--- config.mk ---
export PLATFORM = sky130hd
export DESIGN_NAME = bin_to_bcd_seq
export DESIGN_NICKNAME = d
export VERILOG_FILES = /design/src/rtl/bin_to_bcd_seq.sv
export SDC_FILE = /design/constraint.sdc
export NUM_CORES = 1
export LEC_CHECK = 0
export ABC_AREA = 1
export ABC_CLOCK_PERIOD_IN_PS = 1700
export CAP_MARGIN = 15
export CORE_AREA = 2 2 74 76
export CTS_CLUSTER_SIZE = 40
export DETAILED_ROUTE_END_ITERATION = 7
export DIE_AREA = 0 0 76 78
export GPL_ROUTABILITY_DRIVEN = 0
export PLACE_DENSITY_LB_ADDON = 0.05
export SYNTH_ARGS = -nofsm -noshare
export SYNTH_HDL_FRONTEND = slang
export SYNTH_SLANG_ARGS = --single-unit
--- constraint.sdc ---
create_clock -name clk -period 1.7 [get_ports clk]
set_clock_uncertainty 0.1 [all_clocks]
set_input_delay 0.34 -clock clk [delete_from_list [all_inputs] [get_ports clk]]
set_output_delay 0.34 -clock clk [all_outputs]
set_load 0.01 [all_outputs]
--- src/rtl/bin_to_bcd_seq.sv ---
// Sequential 14-bit binary to 4-digit BCD converter (double-dabble, one bit per clock).
// Digits and overflow flag are registered and only update on the completion edge.
module bin_to_bcd_seq #(
  parameter int IN_W    = 14,
  parameter int MAX_VAL = 9999
) (
  input  logic            clk,
  input  logic            rst_n,
  input  logic            start,
  input  logic [IN_W-1:0] bin,
  output logic            busy,
  output logic            done,
  output logic            ovf,
  output logic [3:0]      thousands,
  output logic [3:0]      hundreds,
  output logic [3:0]      tens,
  output logic [3:0]      ones
);

  localparam int BCD_W  = 16;
  localparam int WORK_W = BCD_W + IN_W;

  typedef enum logic {
    IDLE = 1'b0,
    CONV = 1'b1
  } state_t;

  state_t              r_state;
  logic [WORK_W-1:0]   r_work;
  logic [3:0]          r_cnt;
  logic                r_ovf_pending;
  logic                r_busy;
  logic                r_done;
  logic                r_ovf;
  logic [BCD_W-1:0]    r_digits;

  logic [WORK_W-1:0]   w_corr;
  logic [WORK_W-1:0]   w_shift;
  logic                w_ovf_in;
  logic [IN_W-1:0]     w_bin_sat;

  assign w_ovf_in  = (bin > IN_W'(MAX_VAL));
  assign w_bin_sat = w_ovf_in ? IN_W'(MAX_VAL) : bin;

  // Add-3 correction on every BCD nibble that is 5 or more, ahead of the shift.
  always_comb begin
    // NOTE: default assignment first so no path leaves w_corr unassigned (no latch).
    w_corr = r_work;
    for (int i = 0; i < 4; i++) begin
      if (r_work[IN_W+4*i +: 4] >= 4'd5) begin
        w_corr[IN_W+4*i +: 4] = r_work[IN_W+4*i +: 4] + 4'd3;
      end
    end
  end

  assign w_shift = w_corr << 1;

  // NOTE: sequential state uses non-blocking assignments so all registers update together.
  always_ff @(posedge clk or negedge rst_n) begin
    if (!rst_n) begin
      r_state       <= IDLE;
      r_work        <= '0;
      r_cnt         <= '0;
      r_ovf_pending <= 1'b0;
      r_busy        <= 1'b0;
      r_done        <= 1'b0;
      r_ovf         <= 1'b0;
      r_digits      <= '0;
    end else begin
      r_done <= 1'b0;
      case (r_state)
        IDLE: begin
          if (start) begin
            r_state       <= CONV;
            r_busy        <= 1'b1;
            r_work        <= {{BCD_W{1'b0}}, w_bin_sat};
            r_cnt         <= '0;
            r_ovf_pending <= w_ovf_in;
          end
        end
        CONV: begin
          r_work <= w_shift;
          r_cnt  <= r_cnt + 4'd1;
          if (r_cnt == 4'(IN_W - 1)) begin
            r_digits <= w_shift[WORK_W-1:IN_W];
            r_ovf    <= r_ovf_pending;
            r_done   <= 1'b1;
            r_busy   <= 1'b0;
            r_state  <= IDLE;
          end
        end
        default: r_state <= IDLE;
      endcase
    end
  end

  assign busy      = r_busy;
  assign done      = r_done;
  assign ovf       = r_ovf;
  assign thousands = r_digits[15:12];
  assign hundreds  = r_digits[11:8];
  assign tens      = r_digits[7:4];
  assign ones      = r_digits[3:0];

endmodule

# Word-level counts from Yosys, hierarchy flattened
# Index checks and enable logic that the tools add are counted.
# totals
register_bits	55
inputBits	17
out_inout_bits	19
wordCells	42
# classes
n_addsub	5
order_cmp	5
eq_ne	3
mux	17
bitwise	1
reduce_logical	3
# ops
operator	count
case mux 30 bit (2 select lines)	1
two-way mux 30 bit	1
>= comparator 4 x 3 -> 1 bit, second input constant	4
two-way mux 4 bit	4
greater-than comparator 14 bit, second input constant	1
two-way mux 14 bit	1
adder 4 x 2 -> 4 bit, second input constant	3
case mux 4 bit (2 select lines)	1
two-way mux 1 bit	6
AND reduction 2 bit	3
adder 4 x 1 -> 4 bit, second input constant	1
== test 4 bit, second input constant	1
case mux 1 bit (2 select lines)	2
adder 3 x 2 -> 3 bit, second input constant	1
two-way mux 3 bit	1
!= test 2 x 1 -> 1 bit, second input constant	1
!= test 2 bit, second input constant	1
inverter 1 bit	1

# Longest topological paths before layout
# logic_depth
word_depth	4
depth_mapped	8

# Worst setup path before layout
# OpenSTA, ideal clock, no wires.
# synth_path
kind	register to register
from	reg r_work[18]
to	reg r_digits[6]
setup_time_ps	117
arrival_time_ps	1046
required_ps	1483
slack_ps	437
path_stages_with_launch	9
n_path_buf	0
period_less_slack_ps	1263
path_cell_list	dfrtp_1 -> inv_1 -> ha_1 -> inv_1 -> nand2_1 -> nand3_1 -> nand2_1 -> nand3_1 -> nand2_1
# synth_between
elab_chain_cells	2
elab_cells_between_ends	3
classes_between	add/sub (1); order compare (1); mux (1)
# synth_rtl
item	line	source
start: declaration	29	logic [WORK_W-1:0] r_work;
start signal: assignment	76	r_work <= {{BCD_W{1'b0}}, w_bin_sat};
start signal: assignment	82	r_work <= w_shift;
adder 4 x 2 -> 4 bit or >= comparator 4 x 3 -> 1 bit (tied branches)	51, 50	
two-way mux 4 bit (*)	50	if (r_work[IN_W+4*i +: 4] >= 4'd5) begin
end signal: assignment	85	r_digits <= w_shift[WORK_W-1:IN_W];
end: declaration	35	logic [BCD_W-1:0] r_digits;
# Mark *: on every way between the ends. The rest lies on a longest branch, timed or not.
# A chain may end at the register's enable or synchronous reset.

# Final worst setup path
# layout_path
from	reg r_busy (netlist: busy)
to	out busy
# layout_lines
item	line	source
start: declaration	32	logic r_busy;
start signal: assignment	65	r_busy <= 1'b0;
start signal: assignment	75	r_busy <= 1'b1;
start signal: assignment	88	r_busy <= 1'b0;
end: declaration	11	output logic busy,
# No word-level cell between the ends.

==> results.cfg <==
[setup_path]
crit_chain = clkdlybuf4s50_1
cp_slowest_cell = clkdlybuf4s50_1
end_kind = output port
critPathLaunchType = register
cp_max_fo = 2
path_buf_inv = 1
max_stage_delay_ps = 540
cp_top_family = buffers and inverters
required_ps = 1260
cp.arrival_ps = 1210
path_class = register to output port

[timing]
setup_tns_ps = 0
period_minus_slack_ps = 1647
post-route-period-util_pct = 96.90
drv_slew = 0
relSlewSlack_pct = 69.77
timing.hold.ws_ps = 387.4
clock.fmax_ghz = 0.6070
finalSetupViolations = 0
rsz0062_at_grt = no
worst_slew_pin_slew_ps = 453.5
hold_violations = 0

[cts]
worstSkewPairLatency_ps = 310
cts_setup_buffers = 0
cts_inserted_buffers = 5
cts_root_buf = clkbuf_8
cts_tree = yes
cts_max_level = 2
cts.sinks = 55
clk_pin_slew_worst_paths_ps = 100
clockBufferDepth = 2

[floorplanning]
die_area_sq_um = 5928
core_area_sq_um = 5042
start_util_pct = 52.53
die_w_microns = 76
io_pins = 36
die_h_microns = 78
core.rowCount = 26

[hold_path]
holdCritPathClass = input pin to async pin

[synthesis]
synth_cell_types = 18
synth_fp_nets = 339
synthCells = 312
avgSynthCellArea_sq_um = 8.490
synth_area_sq_um = 2649
seq_area_frac_synth_pct = 51.96
yosys_warnings = 0
ys_ff_latch = 55

[power]
pwr-share-comb_pct = 46.3
netSwitchingFraction_pct = 40.72
total_power_uw = 5630
pwr-share-clk_pct = 12.9
leakage_uw = 0.001663
p_int_uw = 3337
p_seq_share_pct = 40.8
power_density_nw_per_um2 = 1753
vdd_ir_drop_max_mv = 0.6869
p_switching_uw = 2293

[routing]
via_count = 2189
vias_per_cell = 5.114
wire_per_inst_microns = 12.50
drc_errors = 0
dr.pass1.iters = 4
ant_nets = 0
routed_wl_microns = 5348
drt_iter0_drc = 107

[global_route]
grt_usage_pct = 19.41
grt_pass1_vias = 2088
antenna_found_initial = 0
grt_pass1_wl_microns = 9232
grt_max_degree = 25
grt-ovfl-total = 0

[run_status]
status = completed

[job]
maxCapViolations = 0

[cells_and_area]
drive_above_1_share_pct = 7.821
nNetsFinal = 384
antennaDiodeCount = 0
area_delta_synth_final_pct = 21.26

[place]
place_hpwl_microns = 3913
port_buffers = 35
[power by group through the flow]
stage               Sequential (uW)  Combinational (uW)  Clock [uW]
floorplan                      2330                1690           0
global placement               2310                2550           0
detailed placement             2310                2630           0
CTS                            2290                2630         748
global route                   2360                2980         797
finish                         2300                2610         727
[metal layers]
layer	part of all wire, %	wire length [microns]	global-route usage (%)	up-vias
li1	-	-	-	1119
met1	47	2513	24.47	1017
met2	47	2536	32.95	48
met3	4.4	233	4.535	5
met4	1.2	65	6.909	0
met5	0	0	0	-
[registers in the layout, summed over array words and instances, names as in the netlist]
name           cells
r_cnt              4
r_digits          16
ovf                1
r_work            30
r_ovf_pending      1
busy               1
r_state            1
done               1
[layout make-up]
type / count / area (sq um)
Tap cell: 70 / 87.58
Inverter: 29 / 108.9
Multi-Input combinational cell: 218 / 1089
Timing Repair Buffer: 48 / 461.7
Clock inverter: 3 / 20.02
Fill cell: 456 / 1831
Clock buffer: 5 / 68.82
Sequential cell: 55 / 1376
[final timing paths]
path	startpoint	to	slack, ps	cells past startpoint
max	busy	busy	50	1
min	rst_n	r_digits[10]	390	2
max reg2reg	r_work[18]	r_work[20]	250	8
min reg2reg	r_digits[5]	r_digits[5]	390	2
max in group asynchronous	rst_n	r_work[21]	590	3
min in group clk	r_digits[5]	r_digits[5]	390	2
[per-stage QoR]
stage / utilization (%) / worst slack (ps) / cells / cell area (sq um)
final: 63.70 / 52.62 / 428 / 3212
after global routing: 63.70 / 1.811 / 428 / 3212
after floorplan: - / 436.9 / 312 / 2649
after detailed placement: 61.66 / 49.81 / 419 / 3109
after global placement: 61.66 / 96.31 / 419 / 3109
after CTS: 63.60 / 31.65 / 428 / 3207
[synthesized netlist by cell type]
master / number / area (sq um)
nand2_1: 107 / 401.6
dfrtp_1: 55 / 1376
nand3_1: 39 / 195.2
inv_1: 26 / 97.59
nor2_1: 16 / 60.06
a22oi_1: 13 / 97.59
ha_1: 10 / 125.1
nand4_1: 9 / 56.30
o21ai_0: 9 / 45.04
buf_2: 6 / 30.03
o22ai_1: 6 / 37.54
buf_6: 4 / 45.04
o21ai_1: 4 / 20.02
inv_2: 3 / 11.26
nor2_4: 2 / 22.52
nand2_2: 1 / 6.260
nand4_2: 1 / 12.51
xnor2_1: 1 / 8.760
[kinds of logic after synthesis]
group | Yosys count | synth area share (%)
XOR/XNOR | 1 | 0.3307
AND/OR/NAND/NOR | 175 | 28.48
AO/OA/AOI/OAI | 32 | 7.558
adder cells (fa/ha/maj) | 10 | 4.724
flip-flops | 55 | 51.96
buffers and inverters | 39 | 6.944
[cell usage in the layout, fill, tap and decap left out, types with 5 or more instances in the layout]
cell               n
ha_1              10
buf_4             11
nand2_1          107
inv_1             26
a22oi_1           13
clkdlybuf4s50_1   31
clkbuf_8           5
dfrtp_1           55
nor2_1            16
nand4_1            9
nand3_1           39
o21ai_0            9
o22ai_1            6
[what timing repair did]
item / CTS / global route
resized for setup: 1 / 2
hold buffers: 1 / 0
endpoints found under the setup margin: 1 / 2
endpoints found under the hold margin: 15 / 0
No activity file was read; power rests on OpenSTA's default activity.
